File: src/rtl/time_set_ctl_pkg.sv
// Shared types and constants for the time-set controller slice.
package time_set_ctl_pkg;

    typedef enum logic [2:0] {
        ST_RUN   = 3'd0,
        ST_YEAR  = 3'd1,
        ST_MONTH = 3'd2,
        ST_DAY   = 3'd3,
        ST_HOUR  = 3'd4,
        ST_MIN   = 3'd5
    } state_t;

    localparam logic [3:0] MODE_MS  = 4'b0000;
    localparam logic [3:0] MODE_H24 = 4'b0001;
    localparam logic [3:0] MODE_H12 = 4'b0011;
    localparam logic [3:0] MODE_MD  = 4'b0111;
    localparam logic [3:0] MODE_Y   = 4'b1111;

    localparam logic [2:0] FIELD_NONE  = 3'd0;
    localparam logic [2:0] FIELD_YEAR  = 3'd1;
    localparam logic [2:0] FIELD_MONTH = 3'd2;
    localparam logic [2:0] FIELD_DAY   = 3'd3;
    localparam logic [2:0] FIELD_HOUR  = 3'd4;
    localparam logic [2:0] FIELD_MIN   = 3'd5;

    // View-mode cycle order used by the mode button in RUN.
    function automatic logic [3:0] next_mode(input logic [3:0] cur);
        logic [3:0] nxt;
        nxt = MODE_MS;
        case (cur)
            MODE_MS:  nxt = MODE_H24;
            MODE_H24: nxt = MODE_H12;
            MODE_H12: nxt = MODE_MD;
            MODE_MD:  nxt = MODE_Y;
            default:  nxt = MODE_MS;
        endcase
        return nxt;
    endfunction

endpackage

File: src/rtl/time_set_ctl_if.sv
// Button/timebase inputs and display/counter-control outputs of the controller.
interface time_set_ctl_if;
    logic       tick;
    logic       btn_mode;
    logic       btn_set;
    logic       btn_inc;
    logic [3:0] mode;
    logic       run_en;
    logic [2:0] field_sel;
    logic       inc_pulse;
    logic       sec_clr;
    logic       blink;

    modport master (
        output tick, btn_mode, btn_set, btn_inc,
        input  mode, run_en, field_sel, inc_pulse, sec_clr, blink
    );

    modport slave (
        input  tick, btn_mode, btn_set, btn_inc,
        output mode, run_en, field_sel, inc_pulse, sec_clr, blink
    );
endinterface

File: src/rtl/time_set_ctl_btn_rpt.sv
// Rising-edge detect plus hold-to-auto-repeat for one debounced button.
// fire is a combinational event: the press itself, the first repeat after
// HOLD_TICKS held ticks, then one every RPT_TICKS ticks. clr suppresses fire
// and restarts the hold timing.
module btn_rpt #(
    parameter int unsigned HOLD_TICKS = 50,
    parameter int unsigned RPT_TICKS  = 10
) (
    input  logic clk,
    input  logic rst,
    input  logic tick,
    input  logic btn,
    input  logic clr,
    output logic press,
    output logic fire
);
    localparam int unsigned HW = $clog2(HOLD_TICKS + 1);
    localparam int unsigned RW = $clog2(RPT_TICKS + 1);
    localparam logic [HW-1:0] HOLD_MAX  = HW'(HOLD_TICKS);
    localparam logic [HW-1:0] HOLD_LAST = HW'(HOLD_TICKS - 1);
    localparam logic [RW-1:0] RPT_LAST  = RW'(RPT_TICKS - 1);

    logic          btn_q;
    logic [HW-1:0] hold_cnt;
    logic [RW-1:0] rpt_cnt;
    logic          holding;
    logic          hold_hit;
    logic          rpt_hit;

    assign press    = btn & ~btn_q;
    assign holding  = btn & ~press & ~clr;
    assign hold_hit = holding & tick & (hold_cnt == HOLD_LAST);
    assign rpt_hit  = holding & tick & (hold_cnt == HOLD_MAX) & (rpt_cnt == RPT_LAST);
    assign fire     = ~clr & (press | hold_hit | rpt_hit);

    // Button history for edge detection.
    always_ff @(posedge clk) begin
        if (rst) btn_q <= 1'b0;
        else     btn_q <= btn;
    end

    // Hold counter saturates at HOLD_TICKS, then the repeat counter takes over.
    always_ff @(posedge clk) begin
        if (rst || !holding) begin
            hold_cnt <= '0;
            rpt_cnt  <= '0;
        end else if (tick) begin
            if (hold_cnt != HOLD_MAX)     hold_cnt <= hold_cnt + 1'b1;
            else if (rpt_cnt == RPT_LAST) rpt_cnt  <= '0;
            else                          rpt_cnt  <= rpt_cnt + 1'b1;
        end
    end

endmodule

File: src/rtl/time_set_ctl.sv
// Sequencing controller: view-mode selection, run gating and the
// year/month/day/hour/minute set sequence with auto-repeat and blink.
module time_set_ctl
    import time_set_ctl_pkg::*;
#(
    parameter int unsigned HOLD_TICKS    = 50,
    parameter int unsigned RPT_TICKS     = 10,
    parameter int unsigned BLINK_TICKS   = 25,
    parameter int unsigned TIMEOUT_TICKS = 1000
) (
    input  logic           clk,
    input  logic           rst,
    time_set_ctl_if.slave  bus
);
    localparam int unsigned IW = $clog2(TIMEOUT_TICKS + 1);
    localparam int unsigned BW = $clog2(BLINK_TICKS + 1);
    localparam logic [IW-1:0] IDLE_MAX   = IW'(TIMEOUT_TICKS);
    localparam logic [IW-1:0] IDLE_LAST  = IW'(TIMEOUT_TICKS - 1);
    localparam logic [BW-1:0] BLINK_LAST = BW'(BLINK_TICKS - 1);

    state_t        state, state_next;
    logic [3:0]    run_mode;
    logic [3:0]    mode_out;
    logic [2:0]    field_out;
    logic          run_out;
    logic          mode_btn_q, set_btn_q;
    logic          press_mode, press_set;
    logic          inc_press, inc_fire, rpt_clr;
    logic          idle_busy, timeout;
    logic [IW-1:0] idle_cnt;
    logic [BW-1:0] blink_cnt;
    logic          blink_q, inc_q, sec_q;

    assign press_mode = bus.btn_mode & ~mode_btn_q;
    assign press_set  = bus.btn_set & ~set_btn_q;

    // Repeat timing is held cleared in RUN and on any set press, so a set
    // press always wins over a coincident increment.
    assign rpt_clr = press_set | (state == ST_RUN);

    btn_rpt #(
        .HOLD_TICKS (HOLD_TICKS),
        .RPT_TICKS  (RPT_TICKS)
    ) u_inc_rpt (
        .clk   (clk),
        .rst   (rst),
        .tick  (bus.tick),
        .btn   (bus.btn_inc),
        .clr   (rpt_clr),
        .press (inc_press),
        .fire  (inc_fire)
    );

    assign idle_busy = press_mode | press_set | inc_press | bus.btn_inc;
    assign timeout   = (state != ST_RUN) & ~idle_busy & bus.tick & (idle_cnt == IDLE_LAST);

    // Mode and set button history for edge detection.
    always_ff @(posedge clk) begin
        if (rst) begin
            mode_btn_q <= 1'b0;
            set_btn_q  <= 1'b0;
        end else begin
            mode_btn_q <= bus.btn_mode;
            set_btn_q  <= bus.btn_set;
        end
    end

    // State register.
    always_ff @(posedge clk) begin
        if (rst) state <= ST_RUN;
        else     state <= state_next;
    end

    // Next-state and per-state display/run outputs.
    always_comb begin
        state_next = state;
        mode_out   = run_mode;
        field_out  = FIELD_NONE;
        run_out    = 1'b0;
        unique case (state)
            ST_RUN: begin
                run_out = 1'b1;
                if (press_set) state_next = ST_YEAR;
            end
            ST_YEAR: begin
                mode_out  = MODE_Y;
                field_out = FIELD_YEAR;
                if (press_set)    state_next = ST_MONTH;
                else if (timeout) state_next = ST_RUN;
            end
            ST_MONTH: begin
                mode_out  = MODE_MD;
                field_out = FIELD_MONTH;
                if (press_set)    state_next = ST_DAY;
                else if (timeout) state_next = ST_RUN;
            end
            ST_DAY: begin
                mode_out  = MODE_MD;
                field_out = FIELD_DAY;
                if (press_set)    state_next = ST_HOUR;
                else if (timeout) state_next = ST_RUN;
            end
            ST_HOUR: begin
                mode_out  = MODE_H24;
                field_out = FIELD_HOUR;
                if (press_set)    state_next = ST_MIN;
                else if (timeout) state_next = ST_RUN;
            end
            ST_MIN: begin
                mode_out  = MODE_MS;
                field_out = FIELD_MIN;
                if (press_set || timeout) state_next = ST_RUN;
            end
            default: state_next = ST_RUN;
        endcase
    end

    // RUN view mode; held untouched through the set sequence.
    always_ff @(posedge clk) begin
        if (rst)
            run_mode <= MODE_MS;
        else if (state == ST_RUN && press_mode && !press_set)
            run_mode <= next_mode(run_mode);
    end

    // Registered single-cycle increment and seconds-clear pulses.
    always_ff @(posedge clk) begin
        if (rst) begin
            inc_q <= 1'b0;
            sec_q <= 1'b0;
        end else begin
            inc_q <= inc_fire;
            sec_q <= (state == ST_MIN) & press_set;
        end
    end

    // Idle-tick counter that drives the set-state timeout.
    always_ff @(posedge clk) begin
        if (rst || state == ST_RUN || state_next != state)
            idle_cnt <= '0;
        else if (idle_busy)
            idle_cnt <= '0;
        else if (bus.tick && idle_cnt != IDLE_MAX)
            idle_cnt <= idle_cnt + 1'b1;
    end

    // Blink: on at each set-state entry, toggled every BLINK_TICKS ticks, off in RUN.
    always_ff @(posedge clk) begin
        if (rst || state_next == ST_RUN) begin
            blink_q   <= 1'b0;
            blink_cnt <= '0;
        end else if (state_next != state) begin
            blink_q   <= 1'b1;
            blink_cnt <= '0;
        end else if (bus.tick) begin
            if (blink_cnt == BLINK_LAST) begin
                blink_cnt <= '0;
                blink_q   <= ~blink_q;
            end else begin
                blink_cnt <= blink_cnt + 1'b1;
            end
        end
    end

    assign bus.mode      = mode_out;
    assign bus.field_sel = field_out;
    assign bus.run_en    = run_out;
    assign bus.inc_pulse = inc_q;
    assign bus.sec_clr   = sec_q;
    assign bus.blink     = blink_q;

endmodule
File: src/flat_wrapper.sv
// flat-port wrapper written by rule: the top's interface ports become plain ports
module time_set_ctl_flat import time_set_ctl_pkg::*;
#(
    parameter int unsigned HOLD_TICKS    = 50,
    parameter int unsigned RPT_TICKS     = 10,
    parameter int unsigned BLINK_TICKS   = 25,
    parameter int unsigned TIMEOUT_TICKS = 1000
)
  (clk, rst, bus_tick, bus_btn_mode, bus_btn_set, bus_btn_inc, bus_mode, bus_run_en, bus_field_sel, bus_inc_pulse, bus_sec_clr, bus_blink);
  time_set_ctl_if bus_i ();
  input  logic clk;
  input  logic rst;
  input wire logic [$bits(bus_i.tick)-1:0] bus_tick;
  input wire logic [$bits(bus_i.btn_mode)-1:0] bus_btn_mode;
  input wire logic [$bits(bus_i.btn_set)-1:0] bus_btn_set;
  input wire logic [$bits(bus_i.btn_inc)-1:0] bus_btn_inc;
  output wire logic [$bits(bus_i.mode)-1:0] bus_mode;
  output wire logic [$bits(bus_i.run_en)-1:0] bus_run_en;
  output wire logic [$bits(bus_i.field_sel)-1:0] bus_field_sel;
  output wire logic [$bits(bus_i.inc_pulse)-1:0] bus_inc_pulse;
  output wire logic [$bits(bus_i.sec_clr)-1:0] bus_sec_clr;
  output wire logic [$bits(bus_i.blink)-1:0] bus_blink;
  assign bus_i.tick = bus_tick;
  assign bus_i.btn_mode = bus_btn_mode;
  assign bus_i.btn_set = bus_btn_set;
  assign bus_i.btn_inc = bus_btn_inc;
  assign bus_mode = bus_i.mode;
  assign bus_run_en = bus_i.run_en;
  assign bus_field_sel = bus_i.field_sel;
  assign bus_inc_pulse = bus_i.inc_pulse;
  assign bus_sec_clr = bus_i.sec_clr;
  assign bus_blink = bus_i.blink;
  time_set_ctl #(.HOLD_TICKS(HOLD_TICKS), .RPT_TICKS(RPT_TICKS), .BLINK_TICKS(BLINK_TICKS), .TIMEOUT_TICKS(TIMEOUT_TICKS)) u_core (.clk(clk), .rst(rst), .bus(bus_i));
endmodule
File: config.mk
export PLATFORM = sky130hd
export DESIGN_NAME = time_set_ctl_flat
export DESIGN_NICKNAME = d
export VERILOG_FILES = /design/src/rtl/time_set_ctl_pkg.sv /design/src/rtl/time_set_ctl_if.sv /design/src/rtl/time_set_ctl_btn_rpt.sv /design/src/rtl/time_set_ctl.sv /design/src/flat_wrapper.sv
export SDC_FILE = /design/constraint.sdc
export NUM_CORES = 1
export LEC_CHECK = 0
export CORE_AREA = 2 2 69 71
export DETAILED_ROUTE_END_ITERATION = 10
export DIE_AREA = 0 0 71 73
export HOLD_SLACK_MARGIN = 0.12
export PLACE_DENSITY = 0.7
export SYNTH_ARGS = -nofsm -noshare
export SYNTH_HDL_FRONTEND = slang
export SYNTH_SLANG_ARGS = --single-unit
File: constraint.sdc
create_clock -name clk -period 2.1 [get_ports clk]
set_input_delay 0.525 -clock clk [delete_from_list [all_inputs] [get_ports clk]]
set_output_delay 0.525 -clock clk [all_outputs]
set_load 0.01 [all_outputs]
======== After elaboration in Yosys (flattened, before gate mapping) ========
Cells that the tools add are included.
W data, S select, Z words.
word-level totals
  flip-flop bits (word level) ............. 38
  input bits .............................. 6
  output and inout bits ................... 11
  word-level logic and storage cells ...... 99
cells by class
  $add $sub $neg .......................... 4
  equality and inequality tests ........... 16
  multiplexer cells ....................... 17
  bitwise logic cells ..................... 28
  reduce and logical (&&, ||, !) cells .... 22
operator list
  cell                     number
  $pmux W4 S4              2
  $mux W3                  7
  $pmux W3 S6              1
  $pmux W3 S5              1
  $and A1 B1 Y1            14
  $eq A6 B6 Y1 const B     2
  $add A10 B1 Y10 const B  1
  $eq A10 B10 Y1 const B   1
  $ne A10 B10 Y1 const B   1
  $not A1 Y1               8
  $add A6 B1 Y6 const B    1
  $eq A3 B2 Y1 const B     2
  $eq A3 B3 Y1 const B     2
  $logic_not A3 Y1         2
  $ne A6 B6 Y1 const B     1
  $or A1 B1 Y1             6
  $reduce_and A2 Y1        3
  $reduce_or A2 Y1         3
  $add A5 B1 Y5 const B    1
  $eq A5 B5 Y1 const B     1
  $logic_or A1 B1 Y1       5
  $mux W5                  1
  $add A4 B1 Y4 const B    1
  $eq A4 B1 Y1 const B     1
  other kinds (12)         19

======== Longest topological paths before layout ========
Gate-level depths: netlist of run 1.
  depth in word-level cells ............... 15
  depth in mapped cells ................... 6
  gate-level depth less buffers ........... 6

======== Modules after synthesis ========
Synthesis of run 1 repeated with hierarchy kept, for this count alone.
second synthesis, totals
  cells, all modules ...................... 248
  area total of the unflattened synthesis .. 2113.3 um2
modules (own cells, without submodules)
  module        instances  cells each  area each (um2)  sequential area each (um2)
  time_set_ctl  1          177         1501.4           540.5
  btn_rpt       1          71          611.8            220.2

======== Worst setup path after synthesis of run 1 ========
No wires, ideal clock.
  path type ............................... register to output
  start ................................... reg u_core.state[1]
  end ..................................... out bus_mode[3]
  arrival time ............................ 1169 ps
  data required time ...................... 1575 ps
  setup slack ............................. 406 ps
  cell stages (with the launch flop) ...... 5
  path buffers ............................ 1
  cells stage by stage .................... dfxtp_1 clkbuf_1 nand2b_1 inv_1 o32ai_1
on the way
  longest elaborated chain between the ends .. 3
  elaborated cells between the ends (all ways) .. 7
  those cells by class .................... eq/ne (5); mux (1); reduce/logical (1)
RTL lines
  item                               RTL line            source
  from (decl)                        time_set_ctl.sv:21  state_t state, state_next;
  from (signal assigned)             time_set_ctl.sv:71  else state <= state_next;
  $eq A3 B2 Y1                       time_set_ctl.sv:80  unique case (state)
  $reduce_or A2 Y1 (no source line)  -
  $pmux W4 S4 *                      time_set_ctl.sv:80
  to (decl)                          flat_wrapper.sv:17  output wire logic [$bits(bus_i.mode)-1:0] bus_mode;
Every way passes the cells marked *; elsewhere a longest branch is shown, timed or not.

======== Worst setup path after layout of run 1 ========
  start ................................... reg u_core.state[1]
  end ..................................... out bus_field_sel[1]
on the way
  longest elaborated chain between the ends .. 2
  elaborated cells between the ends (all ways) .. 6
  those cells by class .................... eq/ne (5); mux (1)
RTL lines
  item                                  RTL line            source
  $eq A3 B3 Y1 (tied with other cells)  time_set_ctl.sv:80
  $pmux W3 S5 *                         time_set_ctl.sv:80
  to (decl)                             flat_wrapper.sv:19  output wire logic [$bits(bus_i.field_sel)-1:0] bus_field_sel;
Marks and branches as above.

==> flow_metrics.tcl, run 1 <==
set metrics [dict create \
    status "complete, no violations" \
    r2r_slack_ns 0.34 \
    final_nets 270 \
    async_flop_share_pct 0 \
    routed_wirelength_mm 3.87 \
    ys_types 43 \
    placed_area_mm2 0.00223 \
    p_per_area_mw_per_mm2 597 \
    hp-class "reg2reg" \
    yosysWarnings 0 \
    ff2ff_path_depth 4 \
    crit_end "bus_field_sel[1]" \
    ant_nets 0 \
    grtUsageMet1_pct 19.7 \
    period_share_pct 95.9 \
    start_kind "flip-flop" \
    critPathLaunch "u_core.state[1]" \
    grt_max_degree 14 \
    rows 25 \
    clock_path_buffers 2 \
    crit_type "reg2out" \
    synth.area.mux_share_pct 1.56 \
    period_minus_slack_ns 2.01 \
    synth-compound-area-share_pct 12.0 \
    dieArea_mm2 0.00518 \
    die_x_um 71 \
    diodes 0 \
    grt_setup_unrepaired "false" \
    synthAdderAreaFrac_pct 4.56 \
    grt_pass1_wl_mm 6.78 \
    endpoint_kind "output port" \
    ys_seq_area_share_pct 39.6 \
    critical_path.cell_chain "buf_4 > nor2b_1 > clkdlybuf4s50_1" \
    synthSimpleGateAreaFrac_pct 29.4 \
    cts_tree "yes" \
    wl_per_cell_um 12.4 \
    stdcell_count 311 \
    max_cap_violations 0 \
    vias 1637 \
    cp.required_ns 1.57 \
    final_hold_viol_count 0 \
    critPathArrivalTime_ns 1.49 \
    crit_fanout 5 \
    gp_congestion 0.835 \
    postCtsSetupBuffers 0 \
    final_cell_mix "36 x dfxtp_1, 31 x nor2_1, 18 x nand2_1, 16 x buf_4" \
    initial_core_util_pct 42.3 \
    grt_use_met3_pct 4.28 \
    ios 17 \
    final_max_slew_viol_count 0 \
    total_leakage_power_nw 0.861 \
    multi_input_area_mm2 0.00107 \
    ir_worst_vdd_mv 0.356 \
    clock_sinks 38 \
    coreArea_mm2 0.00454 \
    fin_setup_tns_ns 0 \
    busiest_layer "met2" \
    max_clock_freq_mhz 497 \
    syn_nets 238 \
    drive_gt1_share_pct 11.3 \
    worst_slew_pin_slew_ns 0.658 \
    relSlewSlack_pct 55.5 \
    dr.pass1.iters 4 \
    grt_use_total_pct 16.6 \
    skew_ns 0.00589 \
    syn_area_mm2 0.00192 \
    setup_viol 0 \
    seq_area_um2 763 \
    r2r_start "u_core.idle_cnt[5]" \
    post_drt_via_cell_ratio 5.26 \
    root_buffer "clkbuf_8" \
    finalInstanceArea_mm2 0.00231 \
    final_common_cell "dfxtp_1" \
    fillers 453 \
    clkLatencyLatePin_ns 0.29 \
    cts_buffers 5 \
    drc_errors 0 \
    syn_inst 225 \
    die_y_um 73 \
    synth_edf_count 0 \
    ys_ff_latch 38 \
    antenna_found_initial 0 \
    place_hpwl_mm 2.90 \
    grt_pass1_vias 1563 \
    cts_hold_buf 0 \
    drt_iter0_markers 66 \
    crit_slowest_cell "clkdlybuf4s50_1" \
    overflow 0 \
    path_clk_slew_ns 0.07 \
    area_delta_synth_final_pct 20.3 \
    post_synth.cell_area_avg_um2 8.54 \
    grtUsageMet2_pct 27.8 \
    synth-xor-area-share_pct 8.21 \
    dp.cells 304 \
    htreeDepth 2 \
    critical-path-max-stage-delay_ns 0.55 \
    ys.flop_type "dfxtp_1" \
    synth_top_family_by_area "simple AND/OR/NAND/NOR gates" \
    rr_endpoint "u_core.idle_cnt[1]" \
    numPortBuffers 16 \
]
-- cell type report --
type,count,area share (%)
clock buffer,7,3.30
inverter,11,2.33
multi-input combinational,169,46.4
sequential,38,33.0
tap,54,2.93
timing repair buffer,32,12.0
-- cells in the mapped netlist (all sizes together) (5+ instances only) --
library cell	n	share of area (%)
nand3	9	3.0
inv	10	2.0
clkbuf	5	0.98
nor2b	9	2.9
nand4	9	2.9
xnor2	7	3.2
or3	7	2.3
a21oi	11	2.9
ha	7	4.6
dfxtp	38	40
xor2	11	5.0
nor2	31	6.1
nand2	18	3.5
nor3	6	1.6
-- per-layer routing --
metal / part of all wire, % / wire length [um]
met1: 47 / 1810
met3: 3.2 / 125
met5: 0 / 0
met2: 48 / 1850
met4: 2.1 / 80
-- worst min path at each step --
stage / startpoint / endpoint / slack [ns] / cells after the start
detailed placement: u_core.u_inc_rpt.btn_q / u_core.bus.inc_pulse / 0.45 / 1
floorplan: u_core.u_inc_rpt.btn_q / u_core.bus.inc_pulse / 0.41 / 1
finish: u_core.u_inc_rpt.btn_q / u_core.bus.inc_pulse / 0.45 / 1
global route: u_core.u_inc_rpt.btn_q / u_core.bus.inc_pulse / 0.48 / 1
CTS: u_core.u_inc_rpt.btn_q / u_core.bus.inc_pulse / 0.46 / 1
global placement: u_core.u_inc_rpt.btn_q / u_core.bus.inc_pulse / 0.43 / 1
-- metrics by stage --
step | util, % | setup WS, ns | power (W) | hold WS, ns
5_1_grt | 50.9 | 0.00677 | 0.00144 | 0.482
4_1_cts | 50.8 | 0.0448 | 0.00140 | 0.458
2_1_floorplan | - | 0.406 | 0.000859 | 0.412
3_5_place_dp | 49.2 | -0.0223 | 0.000935 | 0.449
3_3_place_gp | 49.2 | 0.0279 | 0.000933 | 0.428
6_report | 50.9 | 0.0861 | 0.00138 | 0.451
-- where the power goes --
part           internal (W)  total (W)  switching [W]
Combinational     0.0000798   0.000163      0.0000834
Sequential         0.000734   0.000746      0.0000125
Clock              0.000229   0.000470       0.000241
-- registers in the layout, summed over array words and instances, names as in the netlist, 3 cells and up --
| register | flops |
|---|---|
| u_core.u_inc_rpt.hold_cnt | 6 |
| u_core.blink_cnt | 5 |
| u_core.idle_cnt | 10 |
| u_core.state | 3 |
| u_core.u_inc_rpt.rpt_cnt | 4 |
| u_core.run_mode | 4 |
-- cells by family after synthesis --
| kind of cell | count (synthesis) |
|---|---|
| xor+xnor | 18 |
| buf+inv | 18 |
| compound gates | 34 |
| simple gates | 107 |
| fa+ha+maj | 7 |
| flops | 38 |
| mux | 3 |
-- timing repair --
action                     in CTS  in global routing
setup endpoints to repair       5                  3
resized for setup               7                  3
hold endpoints to repair        0                  0
-- critical path, delay by kind of cell (launching register included) --
kind | cells | cell delay [ns]
simple gates | 1 | 0.17
buf+inv | 2 | 0.68
flops | 1 | 0.35
Power figures use the tool's default switching activity.
==> run 2: changes to the inputs <==
--- a/config.mk
+++ b/config.mk
@@ -5,6 +5,7 @@
 export SDC_FILE = /design/constraint.sdc
 export NUM_CORES = 1
 export LEC_CHECK = 0
+export ABC_CLOCK_PERIOD_IN_PS = 2100
 export CORE_AREA = 2 2 69 71
 export DETAILED_ROUTE_END_ITERATION = 10
 export DIE_AREA = 0 0 71 73
==> constraint.sdc (replaced) <==
create_clock -name clk -period 2.1 [get_ports clk]
set_input_delay 0.42 -clock clk [delete_from_list [all_inputs] [get_ports clk]]
set_output_delay 0.42 -clock clk [all_outputs]
set_load 0.01 [all_outputs]
==> run 2 against run 1 <==
Net effect:
- critical path depth is 1 higher
- combinational power about the same
- non-clock buffer count down 5
- clock skew is essentially flat
- sequential cell count unchanged
- critical path type unchanged
- via count decreased by 1.3%
- die area is the same
- critical endpoint is now bus_field_sel[2]
- power increased by 3.3%
- routed wire length shrank 6.8%
- global-route usage is 0.98 points lower
- sequential share of layout area rose by 0.20 points
- first-iteration DRC count decreased by 4.5%
==> flow_metrics.tcl, run 2 (synthesis results as in run 1) <==
set metrics [dict create \
    status "complete, no violations" \
    hold_slack_ns 0.445 \
    htreeDepth 2 \
    drt_iter0_markers 63 \
    rows 25 \
    cts_buffers 5 \
    die_x_um 71 \
    final_hold_viol_count 0 \
    die_y_um 73 \
    ios 17 \
    place_hpwl_mm 2.73 \
    coreArea_mm2 0.00454 \
    skew_ns 0.00633 \
    drive_gt1_share_pct 11.1 \
    seqPwrFrac_pct 52.2 \
    switching_power_w 0.000348 \
    p_per_area_mw_per_mm2 620 \
    cts_tree "yes" \
    internal_power_w 0.00108 \
    largest_register_ffs 10 \
    overflow 0 \
    hp-class "reg2reg" \
    final_common_cell "dfxtp_1" \
    setup_viol 0 \
    period_minus_slack_ns 1.98 \
    post_drt_via_cell_ratio 5.26 \
    utilization_pct 50.6 \
    grt_max_degree 13 \
    antenna_found_initial 0 \
    cp.required_ns 1.68 \
    grt_use_total_pct 15.6 \
    routed_wirelength_mm 3.60 \
    p_total_w 0.00142 \
    clock_path_buffers 2 \
    setup_ws_ns 0.118 \
    p_comb_share_pct 11.5 \
    total_leakage_power_nw 0.838 \
    crit_fanout 7 \
    largest_register "u_core.idle_cnt" \
    wl_per_cell_um 11.7 \
    final_cell_mix "36 x dfxtp_1, 31 x nor2_1, 18 x nand2_1" \
    diodes 0 \
    numPortBuffers 16 \
    cts_hold_buf 0 \
    vias 1615 \
    start_kind "flip-flop" \
    postCtsSetupBuffers 0 \
    endpoint_kind "output port" \
    crit_type "reg2out" \
    relSlewSlack_pct 61.0 \
    max_cap_violations 0 \
    critPathArrivalTime_ns 1.56 \
    clkLatencyLatePin_ns 0.29 \
    grt_setup_unrepaired "false" \
    dieArea_mm2 0.00518 \
    max_clock_freq_mhz 505 \
    worst_slew_pin_slew_ns 0.577 \
    netSwitchingFraction_pct 24.4 \
    clkPwrFrac_pct 36.3 \
    clock_sinks 38 \
    ir_worst_vdd_mv 0.433 \
    final_nets 265 \
    final_max_slew_viol_count 0 \
    grt_pass1_wl_mm 6.48 \
    preCtsSetupSlack_ns 0.0794 \
    path_clk_slew_ns 0.07 \
    reg.largest.list "u_core.idle_cnt (10), u_core.u_inc_rpt.hold_cnt (6), u_core.blink_cnt (5)" \
    fin_setup_tns_ns 0 \
    area_delta_synth_final_pct 19.5 \
    ant_nets 0 \
    period_share_pct 94.4 \
    grt_pass1_vias 1471 \
    dr.pass1.iters 4 \
    gp_congestion 0.833 \
    drc_errors 0 \
    initial_core_util_pct 42.3 \
    root_buffer "clkbuf_8" \
]
==> run 2: repair_timing <==
action,CTS,global route
endpoints found under the setup margin,6,2
pin swaps,0,1
resized for setup,7,2
==> run 2: area by class of cell <==
class	count	area, um^2
fill	434	2240
multi-input combinational	169	1080
sequential	38	763
timing repair buffer	27	240
clock buffer	6	82.6
tap	54	67.6
inverter	11	53.8
clock inverter	2	12.5
==> run 2: final timing paths <==
kind / from / end / slack (ns) / depth (start not counted)
max: u_core.state[2] / bus_field_sel[2] / 0.12 / 4
min: u_core.u_inc_rpt.btn_q / u_core.bus.inc_pulse / 0.45 / 1
max reg2reg: u_core.idle_cnt[6] / u_core.idle_cnt[0] / 0.39 / 5
min reg2reg: u_core.u_inc_rpt.btn_q / u_core.bus.inc_pulse / 0.45 / 1
==> run 2: through the flow <==
step                std cells  area, um^2
floorplan                 225        1920
global route              307        2300
finish                    307        2300
CTS                       307        2290
detailed placement        299        2200
global placement          299        2200
==> run 2: power groups by stage <==
stage                     Sequential (W)  Combinational [W]  Clock (W)
after floorplan                 0.000760          0.0000996          0
after global placement          0.000760           0.000169          0
after detailed placement        0.000761           0.000170          0
after CTS                       0.000744           0.000166   0.000537
after global routing            0.000746           0.000182   0.000560
final                           0.000744           0.000164   0.000517
==> run 2: layer usage <==
layer  part of all wire, %  global-route usage, %  up-vias  wire length, um
met1                    47                   19.9      747             1700
li1                      -                      -      835                -
met2                    47                   25.1       29             1710
met5                     0                      0        -                0
met3                   4.4                   4.01        4              159
met4                   1.1                   6.29        0               40
==> run 2: critical path, cell delays in order (launching register included) <==
cell,delay [ns]
dfxtp_2,0.39
buf_4,0.16
nand2b_1,0.08
inv_2,0.11
clkdlybuf4s50_1,0.54
==> run 3: changes to the inputs <==
--- a/config.mk
+++ b/config.mk
@@ -6,6 +6,7 @@
 export NUM_CORES = 1
 export LEC_CHECK = 0
 export ABC_CLOCK_PERIOD_IN_PS = 2100
+export CAP_MARGIN = 20
 export CORE_AREA = 2 2 69 71
 export DETAILED_ROUTE_END_ITERATION = 10
 export DIE_AREA = 0 0 71 73
==> results of run 3 <==
Same layout as run 2: the final DEF is identical, and so are final timing and power.
